[config.mk]
export PLATFORM = sky130hd
export DESIGN_NAME = spi_master_flat
export DESIGN_NICKNAME = d
export VERILOG_FILES = /design/src/rtl/spi_master_if.sv /design/src/rtl/spi_master.sv /design/src/flat_wrapper.sv
export SDC_FILE = /design/constraint.sdc
export NUM_CORES = 1
export LEC_CHECK = 0
export BUFFER_PORTS_ARGS = -buffer_cell sky130_fd_sc_hd__buf_2
export CORE_MARGIN = 2
export CORE_UTILIZATION = 30
export DETAILED_ROUTE_END_ITERATION = 10
export PLACE_DENSITY = 0.53
export SLEW_MARGIN = 5
export SYNTH_ARGS = -nofsm -noshare
export SYNTH_HDL_FRONTEND = slang
export SYNTH_SLANG_ARGS = --single-unit
[constraint.sdc]
create_clock -name clk -period 3.82 [get_ports clk]
set_input_delay 0.955 -clock clk [delete_from_list [all_inputs] [get_ports clk]]
set_output_delay 0.955 -clock clk [all_outputs]
set_load 0.01 [all_outputs]
[src/rtl/spi_master_if.sv]
// ============================================================================
// Module      : spi_master_if
// Description : MMIO access bundle between the CPU memory decoder and the
//               spi_master core (select, write enable, word address, data).
// Revision    : 1.0 - initial release
// ============================================================================
`default_nettype none

interface spi_master_if;
    logic        cs;
    logic        we;
    logic [7:0]  address;
    logic [31:0] write_data;
    logic [31:0] read_data;
    logic        ready;

    // Decoder side: issues accesses, receives data and acknowledge
    modport master (
        output cs,
        output we,
        output address,
        output write_data,
        input  read_data,
        input  ready
    );

    // Core side: decodes accesses, returns data and acknowledge
    modport slave (
        input  cs,
        input  we,
        input  address,
        input  write_data,
        output read_data,
        output ready
    );
endinterface

`default_nettype wire

[src/rtl/spi_master.sv]
// ============================================================================
// Module      : spi_master
// Description : Byte-oriented SPI master, mode 0, MSB first, memory mapped.
//               CTRL/STATUS/DIV/TXDATA/RXDATA registers; SCK half-period is
//               DIV+1 clk cycles; MISO is double-flop synchronised.
// Revision    : 1.0 - initial release
// ============================================================================
`default_nettype none

module spi_master #(
    parameter logic [7:0] DIV_RESET = 8'h03
) (
    input  wire logic   clk,
    input  wire logic   reset_n,
    spi_master_if.slave bus,
    output logic        spi_ss_n,
    output logic        spi_sck,
    output logic        spi_mosi,
    input  wire logic   spi_miso
);

    localparam logic [7:0] ADDR_CTRL   = 8'h08;
    localparam logic [7:0] ADDR_STATUS = 8'h09;
    localparam logic [7:0] ADDR_DIV    = 8'h0a;
    localparam logic [7:0] ADDR_TXDATA = 8'h10;
    localparam logic [7:0] ADDR_RXDATA = 8'h11;

    typedef enum logic [1:0] {
        ST_IDLE = 2'd0,
        ST_LOW  = 2'd1,
        ST_HIGH = 2'd2
    } state_t;

    // Software-visible registers
    logic       ss_en_q;
    logic [7:0] div_q;
    logic [7:0] txdata_q;
    logic [7:0] rxdata_q;
    logic       busy_q;

    // Transfer engine state
    state_t     state_q;
    logic [7:0] hcnt_q;
    logic [2:0] bit_cnt_q;
    logic [7:0] tx_shift_q;
    logic [7:0] rx_shift_q;
    logic       sck_q;
    logic       mosi_q;

    // MISO synchroniser
    logic       miso_meta_q;
    logic       miso_sync_q;

    // Bus decode
    logic        w_wr;
    logic        w_start;
    logic        w_wr_div;
    logic        w_wr_tx;
    logic        w_wr_ctrl;
    logic [31:0] w_rdata;
    logic        w_unused;

    assign w_wr      = bus.cs & bus.we;
    assign w_wr_ctrl = w_wr && (bus.address == ADDR_CTRL);
    // TXDATA, DIV and START are frozen for the duration of a transfer
    assign w_start   = w_wr_ctrl && bus.write_data[0] && !busy_q;
    assign w_wr_div  = w_wr && (bus.address == ADDR_DIV)    && !busy_q;
    assign w_wr_tx   = w_wr && (bus.address == ADDR_TXDATA) && !busy_q;
    assign w_unused  = ^bus.write_data[31:8];

    // Register read mux; reads only return data on a selected read cycle
    always_comb begin
        w_rdata = 32'd0;
        if (bus.cs && !bus.we) begin
            case (bus.address)
                ADDR_CTRL:   w_rdata = {30'd0, ss_en_q, 1'b0};
                ADDR_STATUS: w_rdata = {31'd0, busy_q};
                ADDR_DIV:    w_rdata = {24'd0, div_q};
                ADDR_TXDATA: w_rdata = {24'd0, txdata_q};
                ADDR_RXDATA: w_rdata = {24'd0, rxdata_q};
                default:     w_rdata = 32'd0;
            endcase
        end
    end

    assign bus.read_data = w_rdata;
    assign bus.ready     = bus.cs;

    assign spi_ss_n = ~ss_en_q;
    assign spi_sck  = sck_q;
    assign spi_mosi = mosi_q;

    // Software-written configuration registers
    always_ff @(posedge clk or negedge reset_n) begin
        if (!reset_n) begin
            ss_en_q  <= 1'b0;
            div_q    <= DIV_RESET;
            txdata_q <= 8'd0;
        end else begin
            if (w_wr_ctrl) ss_en_q  <= bus.write_data[1];
            if (w_wr_div)  div_q    <= bus.write_data[7:0];
            if (w_wr_tx)   txdata_q <= bus.write_data[7:0];
        end
    end

    // Two-flop synchroniser for the asynchronous MISO pin
    always_ff @(posedge clk or negedge reset_n) begin
        if (!reset_n) begin
            miso_meta_q <= 1'b0;
            miso_sync_q <= 1'b0;
        end else begin
            miso_meta_q <= spi_miso;
            miso_sync_q <= miso_meta_q;
        end
    end

    // Transfer FSM: half-period timing, shifting and registered pin outputs
    always_ff @(posedge clk or negedge reset_n) begin
        if (!reset_n) begin
            state_q    <= ST_IDLE;
            hcnt_q     <= 8'd0;
            bit_cnt_q  <= 3'd0;
            tx_shift_q <= 8'd0;
            rx_shift_q <= 8'd0;
            rxdata_q   <= 8'd0;
            busy_q     <= 1'b0;
            sck_q      <= 1'b0;
            mosi_q     <= 1'b0;
        end else begin
            case (state_q)
                ST_IDLE: begin
                    sck_q <= 1'b0;
                    if (w_start) begin
                        state_q    <= ST_LOW;
                        tx_shift_q <= txdata_q;
                        mosi_q     <= txdata_q[7];
                        hcnt_q     <= 8'd0;
                        bit_cnt_q  <= 3'd0;
                        busy_q     <= 1'b1;
                    end
                end
                ST_LOW: begin
                    if (hcnt_q == div_q) begin
                        state_q    <= ST_HIGH;
                        hcnt_q     <= 8'd0;
                        sck_q      <= 1'b1;
                        rx_shift_q <= {rx_shift_q[6:0], miso_sync_q};
                    end else begin
                        hcnt_q <= hcnt_q + 8'd1;
                    end
                end
                ST_HIGH: begin
                    if (hcnt_q == div_q) begin
                        hcnt_q <= 8'd0;
                        sck_q  <= 1'b0;
                        if (bit_cnt_q != 3'd7) begin
                            state_q    <= ST_LOW;
                            bit_cnt_q  <= bit_cnt_q + 3'd1;
                            tx_shift_q <= {tx_shift_q[6:0], 1'b0};
                            mosi_q     <= tx_shift_q[6];
                        end else begin
                            state_q  <= ST_IDLE;
                            rxdata_q <= rx_shift_q;
                            busy_q   <= 1'b0;
                        end
                    end else begin
                        hcnt_q <= hcnt_q + 8'd1;
                    end
                end
                default: begin
                    state_q <= ST_IDLE;
                    sck_q   <= 1'b0;
                    busy_q  <= 1'b0;
                end
            endcase
        end
    end

endmodule

`default_nettype wire

[src/flat_wrapper.sv]
// flat-port wrapper written by rule: the top's interface ports become plain ports
module spi_master_flat 
#(
    parameter logic [7:0] DIV_RESET = 8'h03
)
  (clk, reset_n, spi_ss_n, spi_sck, spi_mosi, spi_miso, bus_cs, bus_we, bus_address, bus_write_data, bus_read_data, bus_ready);
  spi_master_if bus_i ();
  input  wire logic clk;
  input  wire logic reset_n;
  output logic spi_ss_n;
  output logic spi_sck;
  output logic spi_mosi;
  input  wire logic spi_miso;
  input wire logic [$bits(bus_i.cs)-1:0] bus_cs;
  input wire logic [$bits(bus_i.we)-1:0] bus_we;
  input wire logic [$bits(bus_i.address)-1:0] bus_address;
  input wire logic [$bits(bus_i.write_data)-1:0] bus_write_data;
  output wire logic [$bits(bus_i.read_data)-1:0] bus_read_data;
  output wire logic [$bits(bus_i.ready)-1:0] bus_ready;
  assign bus_i.cs = bus_cs;
  assign bus_i.we = bus_we;
  assign bus_i.address = bus_address;
  assign bus_i.write_data = bus_write_data;
  assign bus_read_data = bus_i.read_data;
  assign bus_ready = bus_i.ready;
  spi_master #(.DIV_RESET(DIV_RESET)) u_core (.clk(clk), .reset_n(reset_n), .bus(bus_i), .spi_ss_n(spi_ss_n), .spi_sck(spi_sck), .spi_mosi(spi_mosi), .spi_miso(spi_miso));
endmodule
-- Word level (Yosys, flattened, before mapping)
Cells that the tools add are included.
- multiplexer cells: 29
- $add $sub $neg: 2
- bitwise logic cells: 4
- equal/unequal tests: 14
- reduce and logical (&&, ||, !) cells: 21
- operators with widths (kind ; number):
    case mux 8 bit (5 select lines) ; 1
    equality test 8 x 4 -> 1 bit, second input constant ; 3
    two-way mux 8 bit ; 3
    two-way mux 7 bit ; 3
    equality test 8 x 5 -> 1 bit, second input constant ; 2
    case mux 8 bit (2 select lines) ; 1
    case mux 7 bit (2 select lines) ; 1
    two-way mux 1 bit ; 9
    two-way mux 3 bit ; 3
    adder 8 x 1 -> 8 bit, second input constant ; 1
    equality test 8 bit ; 1
    logical AND 1 bit ; 8
    inequality test 2 x 1 -> 1 bit, second input constant ; 4
    AND reduction 4 bit ; 2
    two-way mux 2 bit ; 3
    case mux 2 bit (3 select lines) ; 1
    case mux 3 bit (2 select lines) ; 1
    AND reduction 2 bit ; 3
    AND reduction 3 bit ; 2
    case mux 1 bit (2 select lines) ; 2
    nonzero test 2 bit ; 2
    adder 3 x 1 -> 3 bit, second input constant ; 1
    inequality test 3 bit, second input constant ; 1
    inverter 1 bit ; 3
    other kinds (8) ; 9
- logic and storage cells: 84
- output and inout port bits: 36
- register bits: 58
- input bits: 45

-- Longest topological paths before layout
Gate-level depths: netlist (run 1).
- depth in word-level cells: 6
- depth in mapped cells: 8
- mapped depth without buffers: 7

-- Least setup slack after synthesis (run 1)
No wires, ideal clock.
- path type: input to output
- from: input port bus_address[0]
- to: output port bus_read_data[2]
- stages on the path: 5
- setup slack: 0.587 ns
- arrival: 2.278 ns
- path buffers: 0
- required time: 2.865 ns
- cells stage by stage: or3b_2 -> or2_2 -> nor2_1 -> a22oi_1 -> nor2_1
- word-level cells in the longest chain between the ends: 3
- elaborated cells on any way between the ends: 7
- those cells by class: 5 x eq/ne; 2 x mux
- ends and longest elaborated chain (element ; RTL line ; source):
    start: declaration ; flat_wrapper.sv:16 ; input wire logic [$bits(bus_i.address)-1:0] bus_address;
    equality test 8 x 5 -> 1 bit or equality test 8 x 4 -> 1 bit (tied branches) ; spi_master.sv:75 ; case (bus.address)
    case mux 8 bit (5 select lines) (*) ; spi_master.sv:75 ;
    two-way mux 8 bit (*) ; spi_master.sv:74 ; if (bus.cs && !bus.we) begin
    end: declaration ; flat_wrapper.sv:18 ; output wire logic [$bits(bus_i.read_data)-1:0] bus_read_data;
Mark *: on every way between the ends. The rest lies on a longest branch, timed or not.

-- Final worst setup path (run 1)
- from: input port bus_address[3]
- to: output port bus_read_data[4]
The elaborated chain is that of the path after synthesis.

==> results.md, run 1 <==
Status:
- The flow ran to the end, and the final reports show no timing, DRC or antenna violations.

Synth:
- The portion of the post-synthesis area used by sequential elements is between 40% and 50%.
- Synthesis produced 269 cells.
- The synthesized design contains 58 register bits.
- Of all flip-flops after synthesis, the portion carrying an async set or reset was 100%.
- Counting flops with a built-in enable in the synthesized netlist gives 0.
- The number of different library cells used by synthesis comes to 45.
- After synthesis, the mean cell area works out to 11.6 um^2.
- Among all flip-flop cells after synthesis, the most frequent one is sky130_fd_sc_hd__dfrtp_1.
- For this run, the number of Yosys warnings is 0.
- The mapped netlist covers 3120 um^2.

Placed design:
- The number of buffer cells added on primary ports is 32.
- The worst setup slack before clock tree synthesis is 0.336 ns.
- The instance area after placement is 3360 um^2.
- Detailed placement finished with a half-perimeter wire length of 4810 um.
- The final weighted congestion in routability-driven placement is 0.807.

Global route:
- The first global-routing pass estimated about 11000 um of wire.
- The global-route usage over all layers is around 12%.
- The remaining global-route overflow is 0.
- The initial antenna violation count is 0.
- The pin count of the biggest net entering global routing is 31.
- The via count of the first global-routing pass is 2004.

Setup path:
- Traced cell by cell, the critical path runs through buf_2 > or3b_2 > or2_2 > nor2_1 > buf_4 > a22oi_1 > nor2_1 > buf_2.
- The top fanout value on the critical path is 6.
- The worst setup path is of the input pin to primary output kind.
- The worst stage delay on the critical path is 0.48 ns.
- STA puts the critical path data required time at 2.86 ns.
- The dominant delay contributor by cell family on the critical path is simple AND/OR/NAND/NOR gates.
- The signal arrival time at the worst endpoint is 2.52 ns.
- The critical path launch point type is an input pin.
- For flop-to-flop paths, the worst setup slack is 1.28 ns.
- The cell at the slowest stage of the critical path is sky130_fd_sc_hd__or3b_2.
- The element type at the critical path end is a primary output.
- The critical path contains buffers and inverters numbering 3 combined.

Pwr:
- The total power is between 2 and 2.5 mW.
- The power per cell area is between 500 and 600 nW/um^2.
- The clock network accounts for about 28% of the total power.
- In this run the static leakage power is 1.71 nW.
- Internal power comes to around 1.4 mW.
- Combinational logic is responsible for 31.2% of the overall power.
- The share of total power dissipated in sequential elements is 40.8%.
- Net switching is about a third of the power.
- VDD sags by at most 0.286 mV.
- Summed over all nets, the switching power comes to 685 uW.

STA:
- Counting I/O delays and the setup requirement, the final critical path takes about 3.5 ns.
- The maximum achievable frequency is 0.288 GHz.
- The worst hold slack across all endpoints is 0.356 ns.
- The total count of max-transition violations in the final report is 0.
- Setup violations remaining at the end of the flow were counted as 0.
- The share of the cycle needed by the critical path after routing is about nine tenths.
- The clock arrives with between 0.009 and 0.01 ns of skew.
- Headroom to the max-slew limit came out at 52.6%.
- The final count of hold timing violations is 0.
- The smallest setup slack after layout is 0.343 ns.
- The setup TNS after final layout is 0 ns.
- Setup repair after global routing left no endpoint under its margin.
- The slew at the pin with the worst max-slew slack is 0.707 ns.

Layout:
- The net count of the finished layout is 362.
- The library cell used most frequently in the layout, excluding fill and tap cells, is sky130_fd_sc_hd__dfrtp_1.
- Of the cells placed in the final design, the portion with a size suffix greater than 1 is a little over a third.
- The area added between synthesis and finish is 14.3%.
- The repair_antennas step left the layout with diodes totalling 0.
- The finished cells cover 3560 um^2.
- In the layout the commonest cells are sky130_fd_sc_hd__dfrtp_1 (56), sky130_fd_sc_hd__mux2_2 (43), sky130_fd_sc_hd__buf_2 (32), sky130_fd_sc_hd__conb_1 (24), sky130_fd_sc_hd__nor2_1 (18).

Drt:
- The violation count after the first detailed-routing iteration is 81.
- The final wirelength is 6580 um.
- The number of detailed-routing iterations run before antenna repair is 4.
- The average vias per placed instance is ~4.7.
- The average wire per cell in the routed design is roughly 15 um.
- In this run the remaining antenna-violating nets after routing total 0.
- After detailed routing, the number of remaining DRC violations is 0.
- The routed via count is 2123.

Die:
- Row generation in the floorplan step produced 37 rows.
- The die covers 11200 um^2.
- The total area inside the core boundary comes to 10200 um^2.
- For this design the top-level I/O count stands at 81.
- The effective utilization at floorplan is 30.6%.
- The die height is between 100 and 150 um.
- The die span in x is 106 um.

Clock tree:
- The later-pin clock latency in the skew report is approximately 0.34 ns.
- TritonCTS built the clock tree.
- Hold repair after CTS inserted 0 buffers.
- The TritonCTS buffer count is 9.
- The setup fix buffers added after clock tree synthesis is 0.
- The tree is rooted in a sky130_fd_sc_hd__clkbuf_8.
- The clock-pin slew on the worst setup and hold paths is 0.07 ns.
- CTS built an H-tree with a depth of 3.
- Once the clock tree was built, the resizer swapped 0 gates to a different size.
- The clock drives 58 sinks.
- No sink is reached through more buffers than the 2 on the longest clock path.

Min path:
- The worst hold-check path type is flop to flop.

Run:
- The tool flagged a number of max-cap violations equal to 0.
[registers in the layout (all words and copies together) (netlist names)]
| signal | flops |
|---|---|
| u_core.spi_mosi | 1 |
| u_core.state_q | 2 |
| u_core.busy_q | 1 |
| u_core.bit_cnt_q | 3 |
| u_core.miso_sync_q | 1 |
| u_core.miso_meta_q | 1 |
| u_core.ss_en_q | 1 |
| u_core.hcnt_q | 8 |
| u_core.rxdata_q | 8 |
| u_core.txdata_q | 8 |
| u_core.tx_shift_q | 7 |
| u_core.div_q | 8 |
| u_core.spi_sck | 1 |
| u_core.rx_shift_q | 8 |
[kinds of logic (layout without fill, tap and decap cells)]
| group | count (synthesis) | in the layout | synth area share, % |
|---|---|---|---|
| buffers and inverters | 39 | 62 | 8.03 |
| AO/OA/AOI/OAI | 47 | 47 | 11.0 |
| other | 1 | 24 | 0.120 |
| adder cells (fa/ha/maj) | 7 | 7 | 2.81 |
| multiplexers | 48 | 48 | 17.3 |
| XOR/XNOR | 9 | 9 | 2.53 |
| AND/OR/NAND/NOR | 60 | 60 | 11.6 |
| flip-flops | 58 | 58 | 46.7 |
[per-stage QoR]
step                util (%)  instances
floorplan                  -        292
global placement        33.0        435
detailed placement      33.0        435
CTS                     35.0        451
global route            35.0        451
finish                  35.0        451
[worst paths after layout]
| kind | startpoint | end | cells past startpoint |
|---|---|---|---|
| setup / recovery | bus_address[3] | bus_read_data[4] | 8 |
| hold / removal | u_core.miso_meta_q$_DFF_PN0_ | u_core.miso_sync_q$_DFF_PN0_ | 0 |
| setup reg to reg | u_core.div_q[1]$_DFFE_PN1P_ | u_core.rxdata_q[4]$_DFFE_PN0P_ | 5 |
| hold reg to reg | u_core.miso_meta_q$_DFF_PN0_ | u_core.miso_sync_q$_DFF_PN0_ | 0 |
| max in group asynchronous | reset_n | u_core.div_q[0]$_DFFE_PN1P_ | 2 |
| min in group asynchronous | reset_n | u_core.rxdata_q[3]$_DFFE_PN0P_ | 1 |
[power groups by stage]
| stage | sequential [mW] | combinational, mW | clock [mW] |
|---|---|---|---|
| final | 0.834 | 0.638 | 0.574 |
| after global placement | 0.843 | 0.627 | 0 |
| after global routing | 0.852 | 0.717 | 0.624 |
| after floorplan | 0.819 | 0.524 | 0 |
| after CTS | 0.836 | 0.647 | 0.599 |
| after detailed placement | 0.848 | 0.643 | 0 |
[cells in the mapped netlist, types with 4 or more instances]
library cell,number,area share (%)
sky130_fd_sc_hd__nand3_1,4,0.64
sky130_fd_sc_hd__nor2b_1,7,1.4
sky130_fd_sc_hd__nor2_1,18,2.2
sky130_fd_sc_hd__a22oi_1,6,1.4
sky130_fd_sc_hd__mux2_2,43,16
sky130_fd_sc_hd__buf_4,25,6.0
sky130_fd_sc_hd__inv_1,8,0.96
sky130_fd_sc_hd__o21a_1,6,1.4
sky130_fd_sc_hd__dfrtp_1,56,45
sky130_fd_sc_hd__a22o_1,7,2.0
sky130_fd_sc_hd__nand2_1,6,0.72
sky130_fd_sc_hd__and3_1,6,1.2
sky130_fd_sc_hd__a21oi_1,6,0.96
sky130_fd_sc_hd__xor2_1,8,2.2
sky130_fd_sc_hd__mux2i_1,4,1.3
sky130_fd_sc_hd__ha_1,7,2.8
sky130_fd_sc_hd__o21ai_0,10,1.6
sky130_fd_sc_hd__o32a_1,6,1.9
[metal layers]
layer / routed length [um] / track usage, % / share of wire, %
met5: 0 / 0 / 0
met4: 67 / 3.38 / 1.0
met3: 368 / 4.35 / 5.6
met2: 2980 / 18.5 / 45
met1: 3160 / 17.2 / 48
[cell type report]
type | instances | area [um^2]
clock buffer | 10 | 138
inverter | 8 | 30.0
sequential | 58 | 1450
timing repair buffer | 38 | 205
tap | 136 | 170
fill | 1063 | 6620
multi-input combinational | 195 | 1500
clock inverter | 6 | 66.3
Power figures use the tool's default switching activity.
==> inputs of run 2 (changes only) <==
--- a/config.mk
+++ b/config.mk
@@ -5,11 +5,12 @@
 export SDC_FILE = /design/constraint.sdc
 export NUM_CORES = 1
 export LEC_CHECK = 0
+export ABC_AREA = 1
 export BUFFER_PORTS_ARGS = -buffer_cell sky130_fd_sc_hd__buf_2
 export CORE_MARGIN = 2
 export CORE_UTILIZATION = 30
 export DETAILED_ROUTE_END_ITERATION = 10
-export PLACE_DENSITY = 0.53
+export PLACE_DENSITY = 0.52
 export SLEW_MARGIN = 5
 export SYNTH_ARGS = -nofsm -noshare
 export SYNTH_HDL_FRONTEND = slang
==> run 2 against run 1 <==
Wire length is 28% higher. Largest cell class unchanged. Clock skew hardly changed. Final cell count is 45% higher. Area after synthesis is 13% higher. Clock power is 59% higher. Highest routed layer unchanged. Cell area is 13% higher. Setup slack better by 0.0072 ns.
==> results.md, run 2 <==
Status:
- The flow ran to the end, and the final reports show no timing, DRC or antenna violations.

Global route:
- The initial antenna violation count was 0 (unchanged).
- The remaining global-route overflow is 0 (unchanged).
- The global-route usage over all layers is 14.2% (+1.7 points).
- The via count of the first global-routing pass was 2692 (+34%).
- The global-route wire length before repair is 13900 um (+31%).
- The pin count of the biggest net entering global routing came to 38 (+23%).

STA:
- Setup repair after global routing left no endpoint under its margin.
- The tightest slew margin relative to the limit is 42.8% (-9.8 points).
- The share of the cycle needed by the critical path after routing was 90.8% (-0.19 points).
- The final critical path time including I/O delays and setup is 3.47 ns (-0.00723 ns).
- The setup TNS after final layout came to 0 ns (unchanged).
- The maximum achievable frequency is 0.288 GHz (+0.21%).
- The smallest setup slack after layout is 0.350 ns (+0.00723 ns).
- The final number of setup-violating endpoints is 0 (unchanged).
- The total count of max-transition violations in the final report is 0 (unchanged).
- The largest clock skew in the final design is 0.00884 ns (-0.000357 ns).
- The slew at the pin with the worst max-slew slack came to 0.858 ns (+0.151 ns).
- The final count of hold timing violations is 0 (unchanged).

Layout:
- The filler cell count is 1197 (+13%).
- The post-layout instance count excluding filler cells came to 653 (+45%).
- The fraction of the core area covered by cells at the end of the flow came to 35.0% (about the same).
- In the layout the commonest cells are sky130_fd_sc_hd__nand2_1 (148), sky130_fd_sc_hd__inv_1 (56), sky130_fd_sc_hd__dfrtp_1 (56), sky130_fd_sc_hd__nor2_1 (44), sky130_fd_sc_hd__nand3_1 (40).
- The library cell used most frequently in the layout, excluding fill and tap cells, is sky130_fd_sc_hd__nand2_1.
- The combined flip-flop and latch cell area is 1450 um^2 (unchanged).
- The area added between synthesis and finish is 13.6%.
- The number of nets in the final layout is 557 (+54%).
- The number of diodes came to 0 (unchanged).
- The fraction of layout instances using a drive strength above 1 is 17.1% (-18 points).
- The area occupied by multi-input gates came to 1640 um^2 (+9.8%).

Drt:
- The final wirelength is 8430 um (+28%).
- The average wire per cell in the routed design is 12.9 um (-12%).
- The routed via count is 2902 (+37%).
- The remaining number of nets flagged by the antenna check after routing is 0 (unchanged).
- The violation count after the first detailed-routing iteration is 129 (+59%).
- The average vias per placed instance came to 4.44 (-5.6%).
- The number of DRC violations after detailed routing came to 0 (unchanged).
- The number of detailed-routing iterations run before antenna repair is 4 (unchanged).

Synth:
- Yosys instantiated no cell more often than sky130_fd_sc_hd__nand2_1.
- The share of the synthesized area in the top cell type is 39.7% (-5.3 points).
- Sorting the synthesized cells by how often they occur yields sky130_fd_sc_hd__nand2_1 (148), sky130_fd_sc_hd__dfrtp_1 (56), sky130_fd_sc_hd__inv_1 (56).
- Sorting the synthesized cells by area gives the leading types as sky130_fd_sc_hd__dfrtp_1 (40%), sky130_fd_sc_hd__nand2_1 (16%), sky130_fd_sc_hd__buf_4 (6.0%).
- The flip-flop and latch count after synthesis is 58 (unchanged).
- The synthesis warning total is 0 (unchanged).
- In the synthesized netlist the dominant register cell turns out to be sky130_fd_sc_hd__dfrtp_1.
- The synthesized netlist cell count came to 478 (+78%).
- The number of enable flip-flop cells after synthesis is 0 (unchanged).
- The share of async-settable or async-resettable flops after synthesis is 100% (unchanged).
- The combined area of all synthesized cells was 3530 um^2 (+13%).
- The synthesized design spends more area on one cell type than any other, namely sky130_fd_sc_hd__dfrtp_1.
- The average instance area after synthesis is 7.39 um^2 (-36%).
- The count of unique library cells instantiated by Yosys is 29 (-36%).
- The portion of the post-synthesis area used by sequential elements is 41.2% (-5.5 points).

Die:
- The area of the core is 11500 um^2 (+13%).
- The placement row count was 39 (+5.4%).
- The die footprint came to 12700 um^2 (+13%).
- The die span in x is 113 um (+6.2%).
- The number of placed I/O pins was 81 (unchanged).
- The effective utilization at floorplan came to 30.8% (+0.21 points).
- The die height was 113 um (+6.2%).

Setup path:
- The signal arrival time at the worst endpoint is 2.51 ns (about the same).
- The element type at the critical path end is a primary output.
- The dominant delay contributor by cell family on the critical path is simple AND/OR/NAND/NOR gates.
- The cell at the slowest stage of the critical path is sky130_fd_sc_hd__nor2_2.
- The critical path launch point type is an input pin.
- The signal on the critical path passes through buf_2 > nor2_4 > nand3_1 > nor2_2 > nor2_1 > nand3_1 > nand3b_2 > nor2_1 > buf_2.
- The top fanout value on the critical path is 13 (+7).
- The worst path required time was 2.86 ns (about the same).
- The worst stage delay on the critical path is 0.42 ns (-0.06 ns).
- The critical path class is input pin to primary output.
- The count of buffer and inverter cells on the critical path was 2 (-1).

Pwr:
- The power per cell area is 485 nW/um^2 (-16%).
- The proportion of power drawn by the clock network came to 46.8% (+19 points).
- The leakage power is 2.07 nW (+21%).
- The combinational share of power is 17.7% (-14 points).
- The share of total power in sequential cells was 35.4% (-5.4 points).
- The worst voltage drop across the vdd grid was 0.210 mV (-27%).
- The net switching power of the design is 569 uW (-17%).
- The internal power component is 1.38 mW (+1.2%).
- The switching part of the total power is 29.2% (-4.2 points).

Clock tree:
- The number of hold-repair buffers added at the cts stage was 0 (unchanged).
- The number of instances resized during post-cts repair is 0 (unchanged).
- The clock-pin slew on the worst setup and hold paths is 0.05 ns (-0.02 ns).
- The setup fix buffers added after clock tree synthesis is 0 (unchanged).
- The clock sink total is 58 (unchanged).
- The TritonCTS buffer count is 9 (unchanged).
- The root buffer cell is sky130_fd_sc_hd__clkbuf_16.
- The later-pin clock latency in the skew report came to 0.33 ns (about the same).
- The level count of the clock H-tree is 3 (unchanged).
- The number of buffers on the longest clock path is 2 (unchanged).
- The clock tree from TritonCTS is done.

Min path:
- The worst hold-check path type is flop to flop.

Placed design:
- The worst setup slack before clock tree synthesis is 0.360 ns (+0.0240 ns).
- The number of cells after detailed placement is 637 (+46%).
- The post-detailed-placement half-perimeter wirelength came to 6290 um (+31%).
- The final weighted congestion in routability-driven placement was 0.801 (-0.78%).
- The number of buffer cells added on primary ports was 32 (unchanged).

Run:
- The max capacitance violation total is 0 (unchanged).
[run 2: per-stage QoR]
stage,hold slack (ns),cell area (um^2),total power [mW]
after floorplan,0.331,3620,0.982
after global placement,0.338,3670,1.03
after detailed placement,0.346,3670,1.04
after CTS,0.358,4010,1.96
after global routing,0.363,4010,2.04
final,0.358,4010,1.95
[run 2: cell type report]
class,count,share of cell area [%]
multi-input cells,342,41.0
flip-flops and latches,58,36.2
clock buffers,12,6.64
inverters,61,5.71
well taps,143,4.46
repair buffers,33,4.18
clock inverters,4,1.81
[run 2: power groups by stage]
stage,Combinational [mW],Sequential [mW],Clock [mW]
floorplan,0.293,0.689,0
global placement,0.336,0.697,0
detailed placement,0.344,0.700,0
CTS,0.347,0.689,0.926
global route,0.393,0.695,0.957
finish,0.345,0.689,0.911
[run 2: cells by family (layout without fill, tap and decap cells)]
family,Yosys count,after routing,synth area share [%]
flops,58,58,41.2
simple gates,251,251,30.3
fa+ha+maj,7,7,2.48
buf+inv,101,110,14.7
compound gates,55,55,9.95
other cells,1,24,0.106
xor+xnor,5,5,1.24
[run 2: layer usage]
metal,up-vias,GRT usage [%],wire length (um)
met5,-,0,0
met2,73,22.1,3760
met3,10,3.40,426
met4,0,4.72,123
met1,1334,19.4,4120
li1,1485,-,-
[run 2: path summary, 6_finish.rpt]
kind	depth (start not counted)	end	from	slack (ns)
worst max-delay path	9	bus_read_data[7]	bus_address[7]	0.35
worst min-delay path	0	u_core.miso_sync_q$_DFF_PN0_	u_core.miso_meta_q$_DFF_PN0_	0.36
worst max register to register	7	u_core.tx_shift_q[1]$_DFFE_PN0P_	u_core.state_q[0]$_DFFE_PN0P_	1.51
worst min register to register	0	u_core.miso_sync_q$_DFF_PN0_	u_core.miso_meta_q$_DFF_PN0_	0.36
max in group asynchronous	2	u_core.div_q[0]$_DFFE_PN1P_	reset_n	2.20
min in group asynchronous	1	u_core.hcnt_q[6]$_DFFE_PN0P_	reset_n	0.73
==> inputs of run 3 (changes only) <==
--- a/config.mk
+++ b/config.mk
@@ -11,6 +11,7 @@
 export CORE_UTILIZATION = 30
 export DETAILED_ROUTE_END_ITERATION = 10
 export PLACE_DENSITY = 0.52
+export REMOVE_ABC_BUFFERS = 1
 export SLEW_MARGIN = 5
 export SYNTH_ARGS = -nofsm -noshare
 export SYNTH_HDL_FRONTEND = slang
==> run 3 against run 2 <==
Fmax rose by 2.1%. Power fell by 8.0%. Global-route usage fell by 0.41 points. Sequential power barely moved. Hold slack got worse by 0.012 ns. Final cell count rose by 0.31%. Setup slack improved by 0.071 ns. Register-to-register slack got worse by 0.03 ns. Non-clock buffer count rose by 2. Count of clock-buffer cells in the layout rose by 2. Die area did not move. Critical endpoint is now bus_read_data[4]. Largest cell class unchanged. Largest power group unchanged.
==> results.md, run 3 (synthesis results as in run 2) <==
Global route:
- The via count of the first global-routing pass came to 2684 (-0.30%).
- The pin count of the biggest net entering global routing is 32 (-16%).
- The met2 usage in global routing is 19.7% (-2.4 points).
- The remaining global-route overflow is 0 (unchanged).
- The initial antenna violation count was 0 (unchanged).
- The met1 demand-to-capacity share in global routing is 19.5% (+0.088 points).
- The global-route usage over all layers is 13.7% (-0.41 points).
- The most utilized layer in the global route result is met2.
- The met3 demand-to-capacity share in global routing came to 4.27% (+0.86 points).
- The global-route wire length before repair is 13700 um (-1.8%).

Setup path:
- The worst reg2reg path startpoint is u_core.state_q[0]$_DFFE_PN0P_.
- The element type at the critical path end is a primary output.
- The worst setup path is launched from an input pin.
- By startpoint and endpoint, the worst setup path is classified as input pin to primary output.
- The signal arrival time at the worst endpoint was 2.44 ns (-0.07 ns).
- The worst path required time is 2.86 ns (about the same).
- The top fanout value on the critical path came to 11 (-2).
- Tracing the worst setup path back leads to its startpoint at bus_address[0].

Clock tree:
- The tree is rooted in a sky130_fd_sc_hd__clkbuf_16.
- The level count of the clock H-tree came to 3 (unchanged).
- The number of hold-repair buffers added at the cts stage is 0 (unchanged).
- The number of instances resized during post-cts repair is 0 (unchanged).
- The TritonCTS buffer count came to 9 (unchanged).
- The clock sink total came to 58 (unchanged).
- The setup fix buffers added after clock tree synthesis came to 0 (unchanged).
- TritonCTS built the clock tree.
- The number of buffers on the longest clock path came to 2 (unchanged).
- The clock-pin slew on the worst setup and hold paths is 0.05 ns (about the same).
- The later-pin clock latency in the skew report is 0.33 ns (about the same).

STA:
- Setup repair after global routing left no endpoint under its margin.
- The final number of setup-violating endpoints is 0 (unchanged).
- The total count of max-transition violations in the final report came to 0 (unchanged).
- The slew at the pin with the worst max-slew slack is 0.735 ns (-0.123 ns).
- The largest clock skew in the final design came to 0.00449 ns (-0.00435 ns).
- The smallest setup slack after layout is 0.421 ns (+0.0707 ns).
- The tightest slew margin relative to the limit was 51.0% (+8.2 points).
- The setup TNS after final layout is 0 ns (unchanged).
- The final critical path time including I/O delays and setup came to 3.40 ns (-0.0707 ns).
- The share of the cycle needed by the critical path after routing is 89.0% (-1.9 points).
- The final count of hold timing violations was 0 (unchanged).
- The maximum achievable frequency came to 0.294 GHz (+2.1%).

Min path:
- The startpoint of the lowest-slack hold path is u_core.miso_meta_q$_DFF_PN0_.
- The min-delay analysis places its worst path in the category flop to flop.

Drt:
- The average wire per cell in the routed design is 12.5 um (-3.2%).
- The remaining number of nets flagged by the antenna check after routing is 0 (unchanged).
- The average vias per placed instance is 4.45 (about the same).
- The final wirelength is 8190 um (-2.9%).
- The number of DRC violations after detailed routing is 0 (unchanged).
- The number of detailed-routing iterations run before antenna repair is 4 (unchanged).
- The violation count after the first detailed-routing iteration is 154 (+19%).
- The routed via count is 2913 (+0.38%).

Placed design:
- The post-detailed-placement half-perimeter wirelength was 6130 um (-2.5%).
- The worst setup slack before clock tree synthesis is 0.443 ns (+0.0825 ns).
- The final weighted congestion in routability-driven placement came to 0.814 (+1.6%).
- The number of cells after detailed placement was 639 (+0.31%).
- The number of buffer cells added on primary ports is 32 (unchanged).

Die:
- The die footprint came to 12700 um^2 (unchanged).
- The placement row count was 39 (unchanged).
- The die height came to 113 um (unchanged).
- The die span in x is 113 um (unchanged).
- The area of the core is 11500 um^2 (unchanged).
- The effective utilization at floorplan was 30.8% (unchanged).
- The number of placed I/O pins was 81 (unchanged).

Pwr:
- The leakage power is 2.05 nW (-0.61%).
- The worst voltage drop across the vdd grid is 0.198 mV (-5.6%).
- The power per cell area is 451 nW/um^2 (-7.1%).
- The total power is 1.79 mW (-8.0%).

Status:
- The run finished with clean final reports.

Layout:
- The post-layout instance count excluding filler cells came to 655 (+0.31%).
- The number of diodes is 0 (unchanged).
- The fraction of the core area covered by cells at the end of the flow came to 34.6% (-0.35 points).
- The library cell used most frequently in the layout, excluding fill and tap cells, is sky130_fd_sc_hd__nand2_1.
- Leaving out fill and tap cells, the most frequent cells in the layout are sky130_fd_sc_hd__nand2_1 (148), sky130_fd_sc_hd__inv_1 (56), sky130_fd_sc_hd__dfrtp_1 (56), sky130_fd_sc_hd__nor2_1 (44), sky130_fd_sc_hd__nand3_1 (40).
- The fraction of layout instances using a drive strength above 1 came to 17.0% (-0.067 points).
- The area growth from synthesis to layout is 12.5%.
- The filler cell count is 1193 (-0.33%).
- The number of nets in the final layout is 559 (+0.36%).

Run:
- The max capacitance violation total came to 0 (unchanged).
[run 3: critical path, cell delays in order]
cell and delay [ns]:
sky130_fd_sc_hd__buf_2 0.17, sky130_fd_sc_hd__nor2_1 0.14, sky130_fd_sc_hd__nand2_1 0.10, sky130_fd_sc_hd__nor2_4 0.19, sky130_fd_sc_hd__nor2_1 0.07, sky130_fd_sc_hd__nand3_1 0.16
sky130_fd_sc_hd__nand3b_2 0.25, sky130_fd_sc_hd__nor2_1 0.22, sky130_fd_sc_hd__buf_2 0.16
[run 3: path summary, 6_finish.rpt]
| kind | to | slack (ns) | cells after the start |
|---|---|---|---|
| worst max register to register | u_core.tx_shift_q[1]$_DFFE_PN0P_ | 1.48 | 7 |
| max in group asynchronous | u_core.div_q[1]$_DFFE_PN1P_ | 2.24 | 2 |
| min in group asynchronous | u_core.rx_shift_q[3]$_DFFE_PN0P_ | 0.68 | 1 |
| worst max-delay path | bus_read_data[4] | 0.42 | 9 |
| worst min register to register | u_core.miso_sync_q$_DFF_PN0_ | 0.35 | 0 |
| worst min-delay path | u_core.miso_sync_q$_DFF_PN0_ | 0.35 | 0 |
[run 3: through the flow]
stage,area [um^2],hold WS (ns)
2_1_floorplan,3330,0.331
3_3_place_gp,3690,0.336
3_5_place_dp,3690,0.337
4_1_cts,3970,0.348
5_1_grt,3970,0.354
6_report,3970,0.346
[run 3: where the power goes]
part | switching (mW) | total (mW) | internal [mW]
combinational | 0.239 | 0.339 | 0.0997
sequential | 0.0328 | 0.687 | 0.654
clock | 0.275 | 0.764 | 0.490
[run 3: area by class of cell]
class / count / area (um^2) / area share, %
multi-input cells: 342 / 1640 / 41.4
inverters: 61 / 229 / 5.76
well taps: 143 / 179 / 4.50
repair buffers: 35 / 183 / 4.60
clock buffers: 14 / 274 / 6.90
clock inverters: 2 / 10.0 / 0.252
flip-flops and latches: 58 / 1450 / 36.6
[run 3: per-layer routing]
| layer | vias to the layer above | routed length [um] |
|---|---|---|
| met2 | 77 | 3540 |
| met1 | 1334 | 4170 |
| met4 | 0 | 102 |
| met3 | 8 | 381 |
| met5 | - | 0 |
| li1 | 1494 | - |
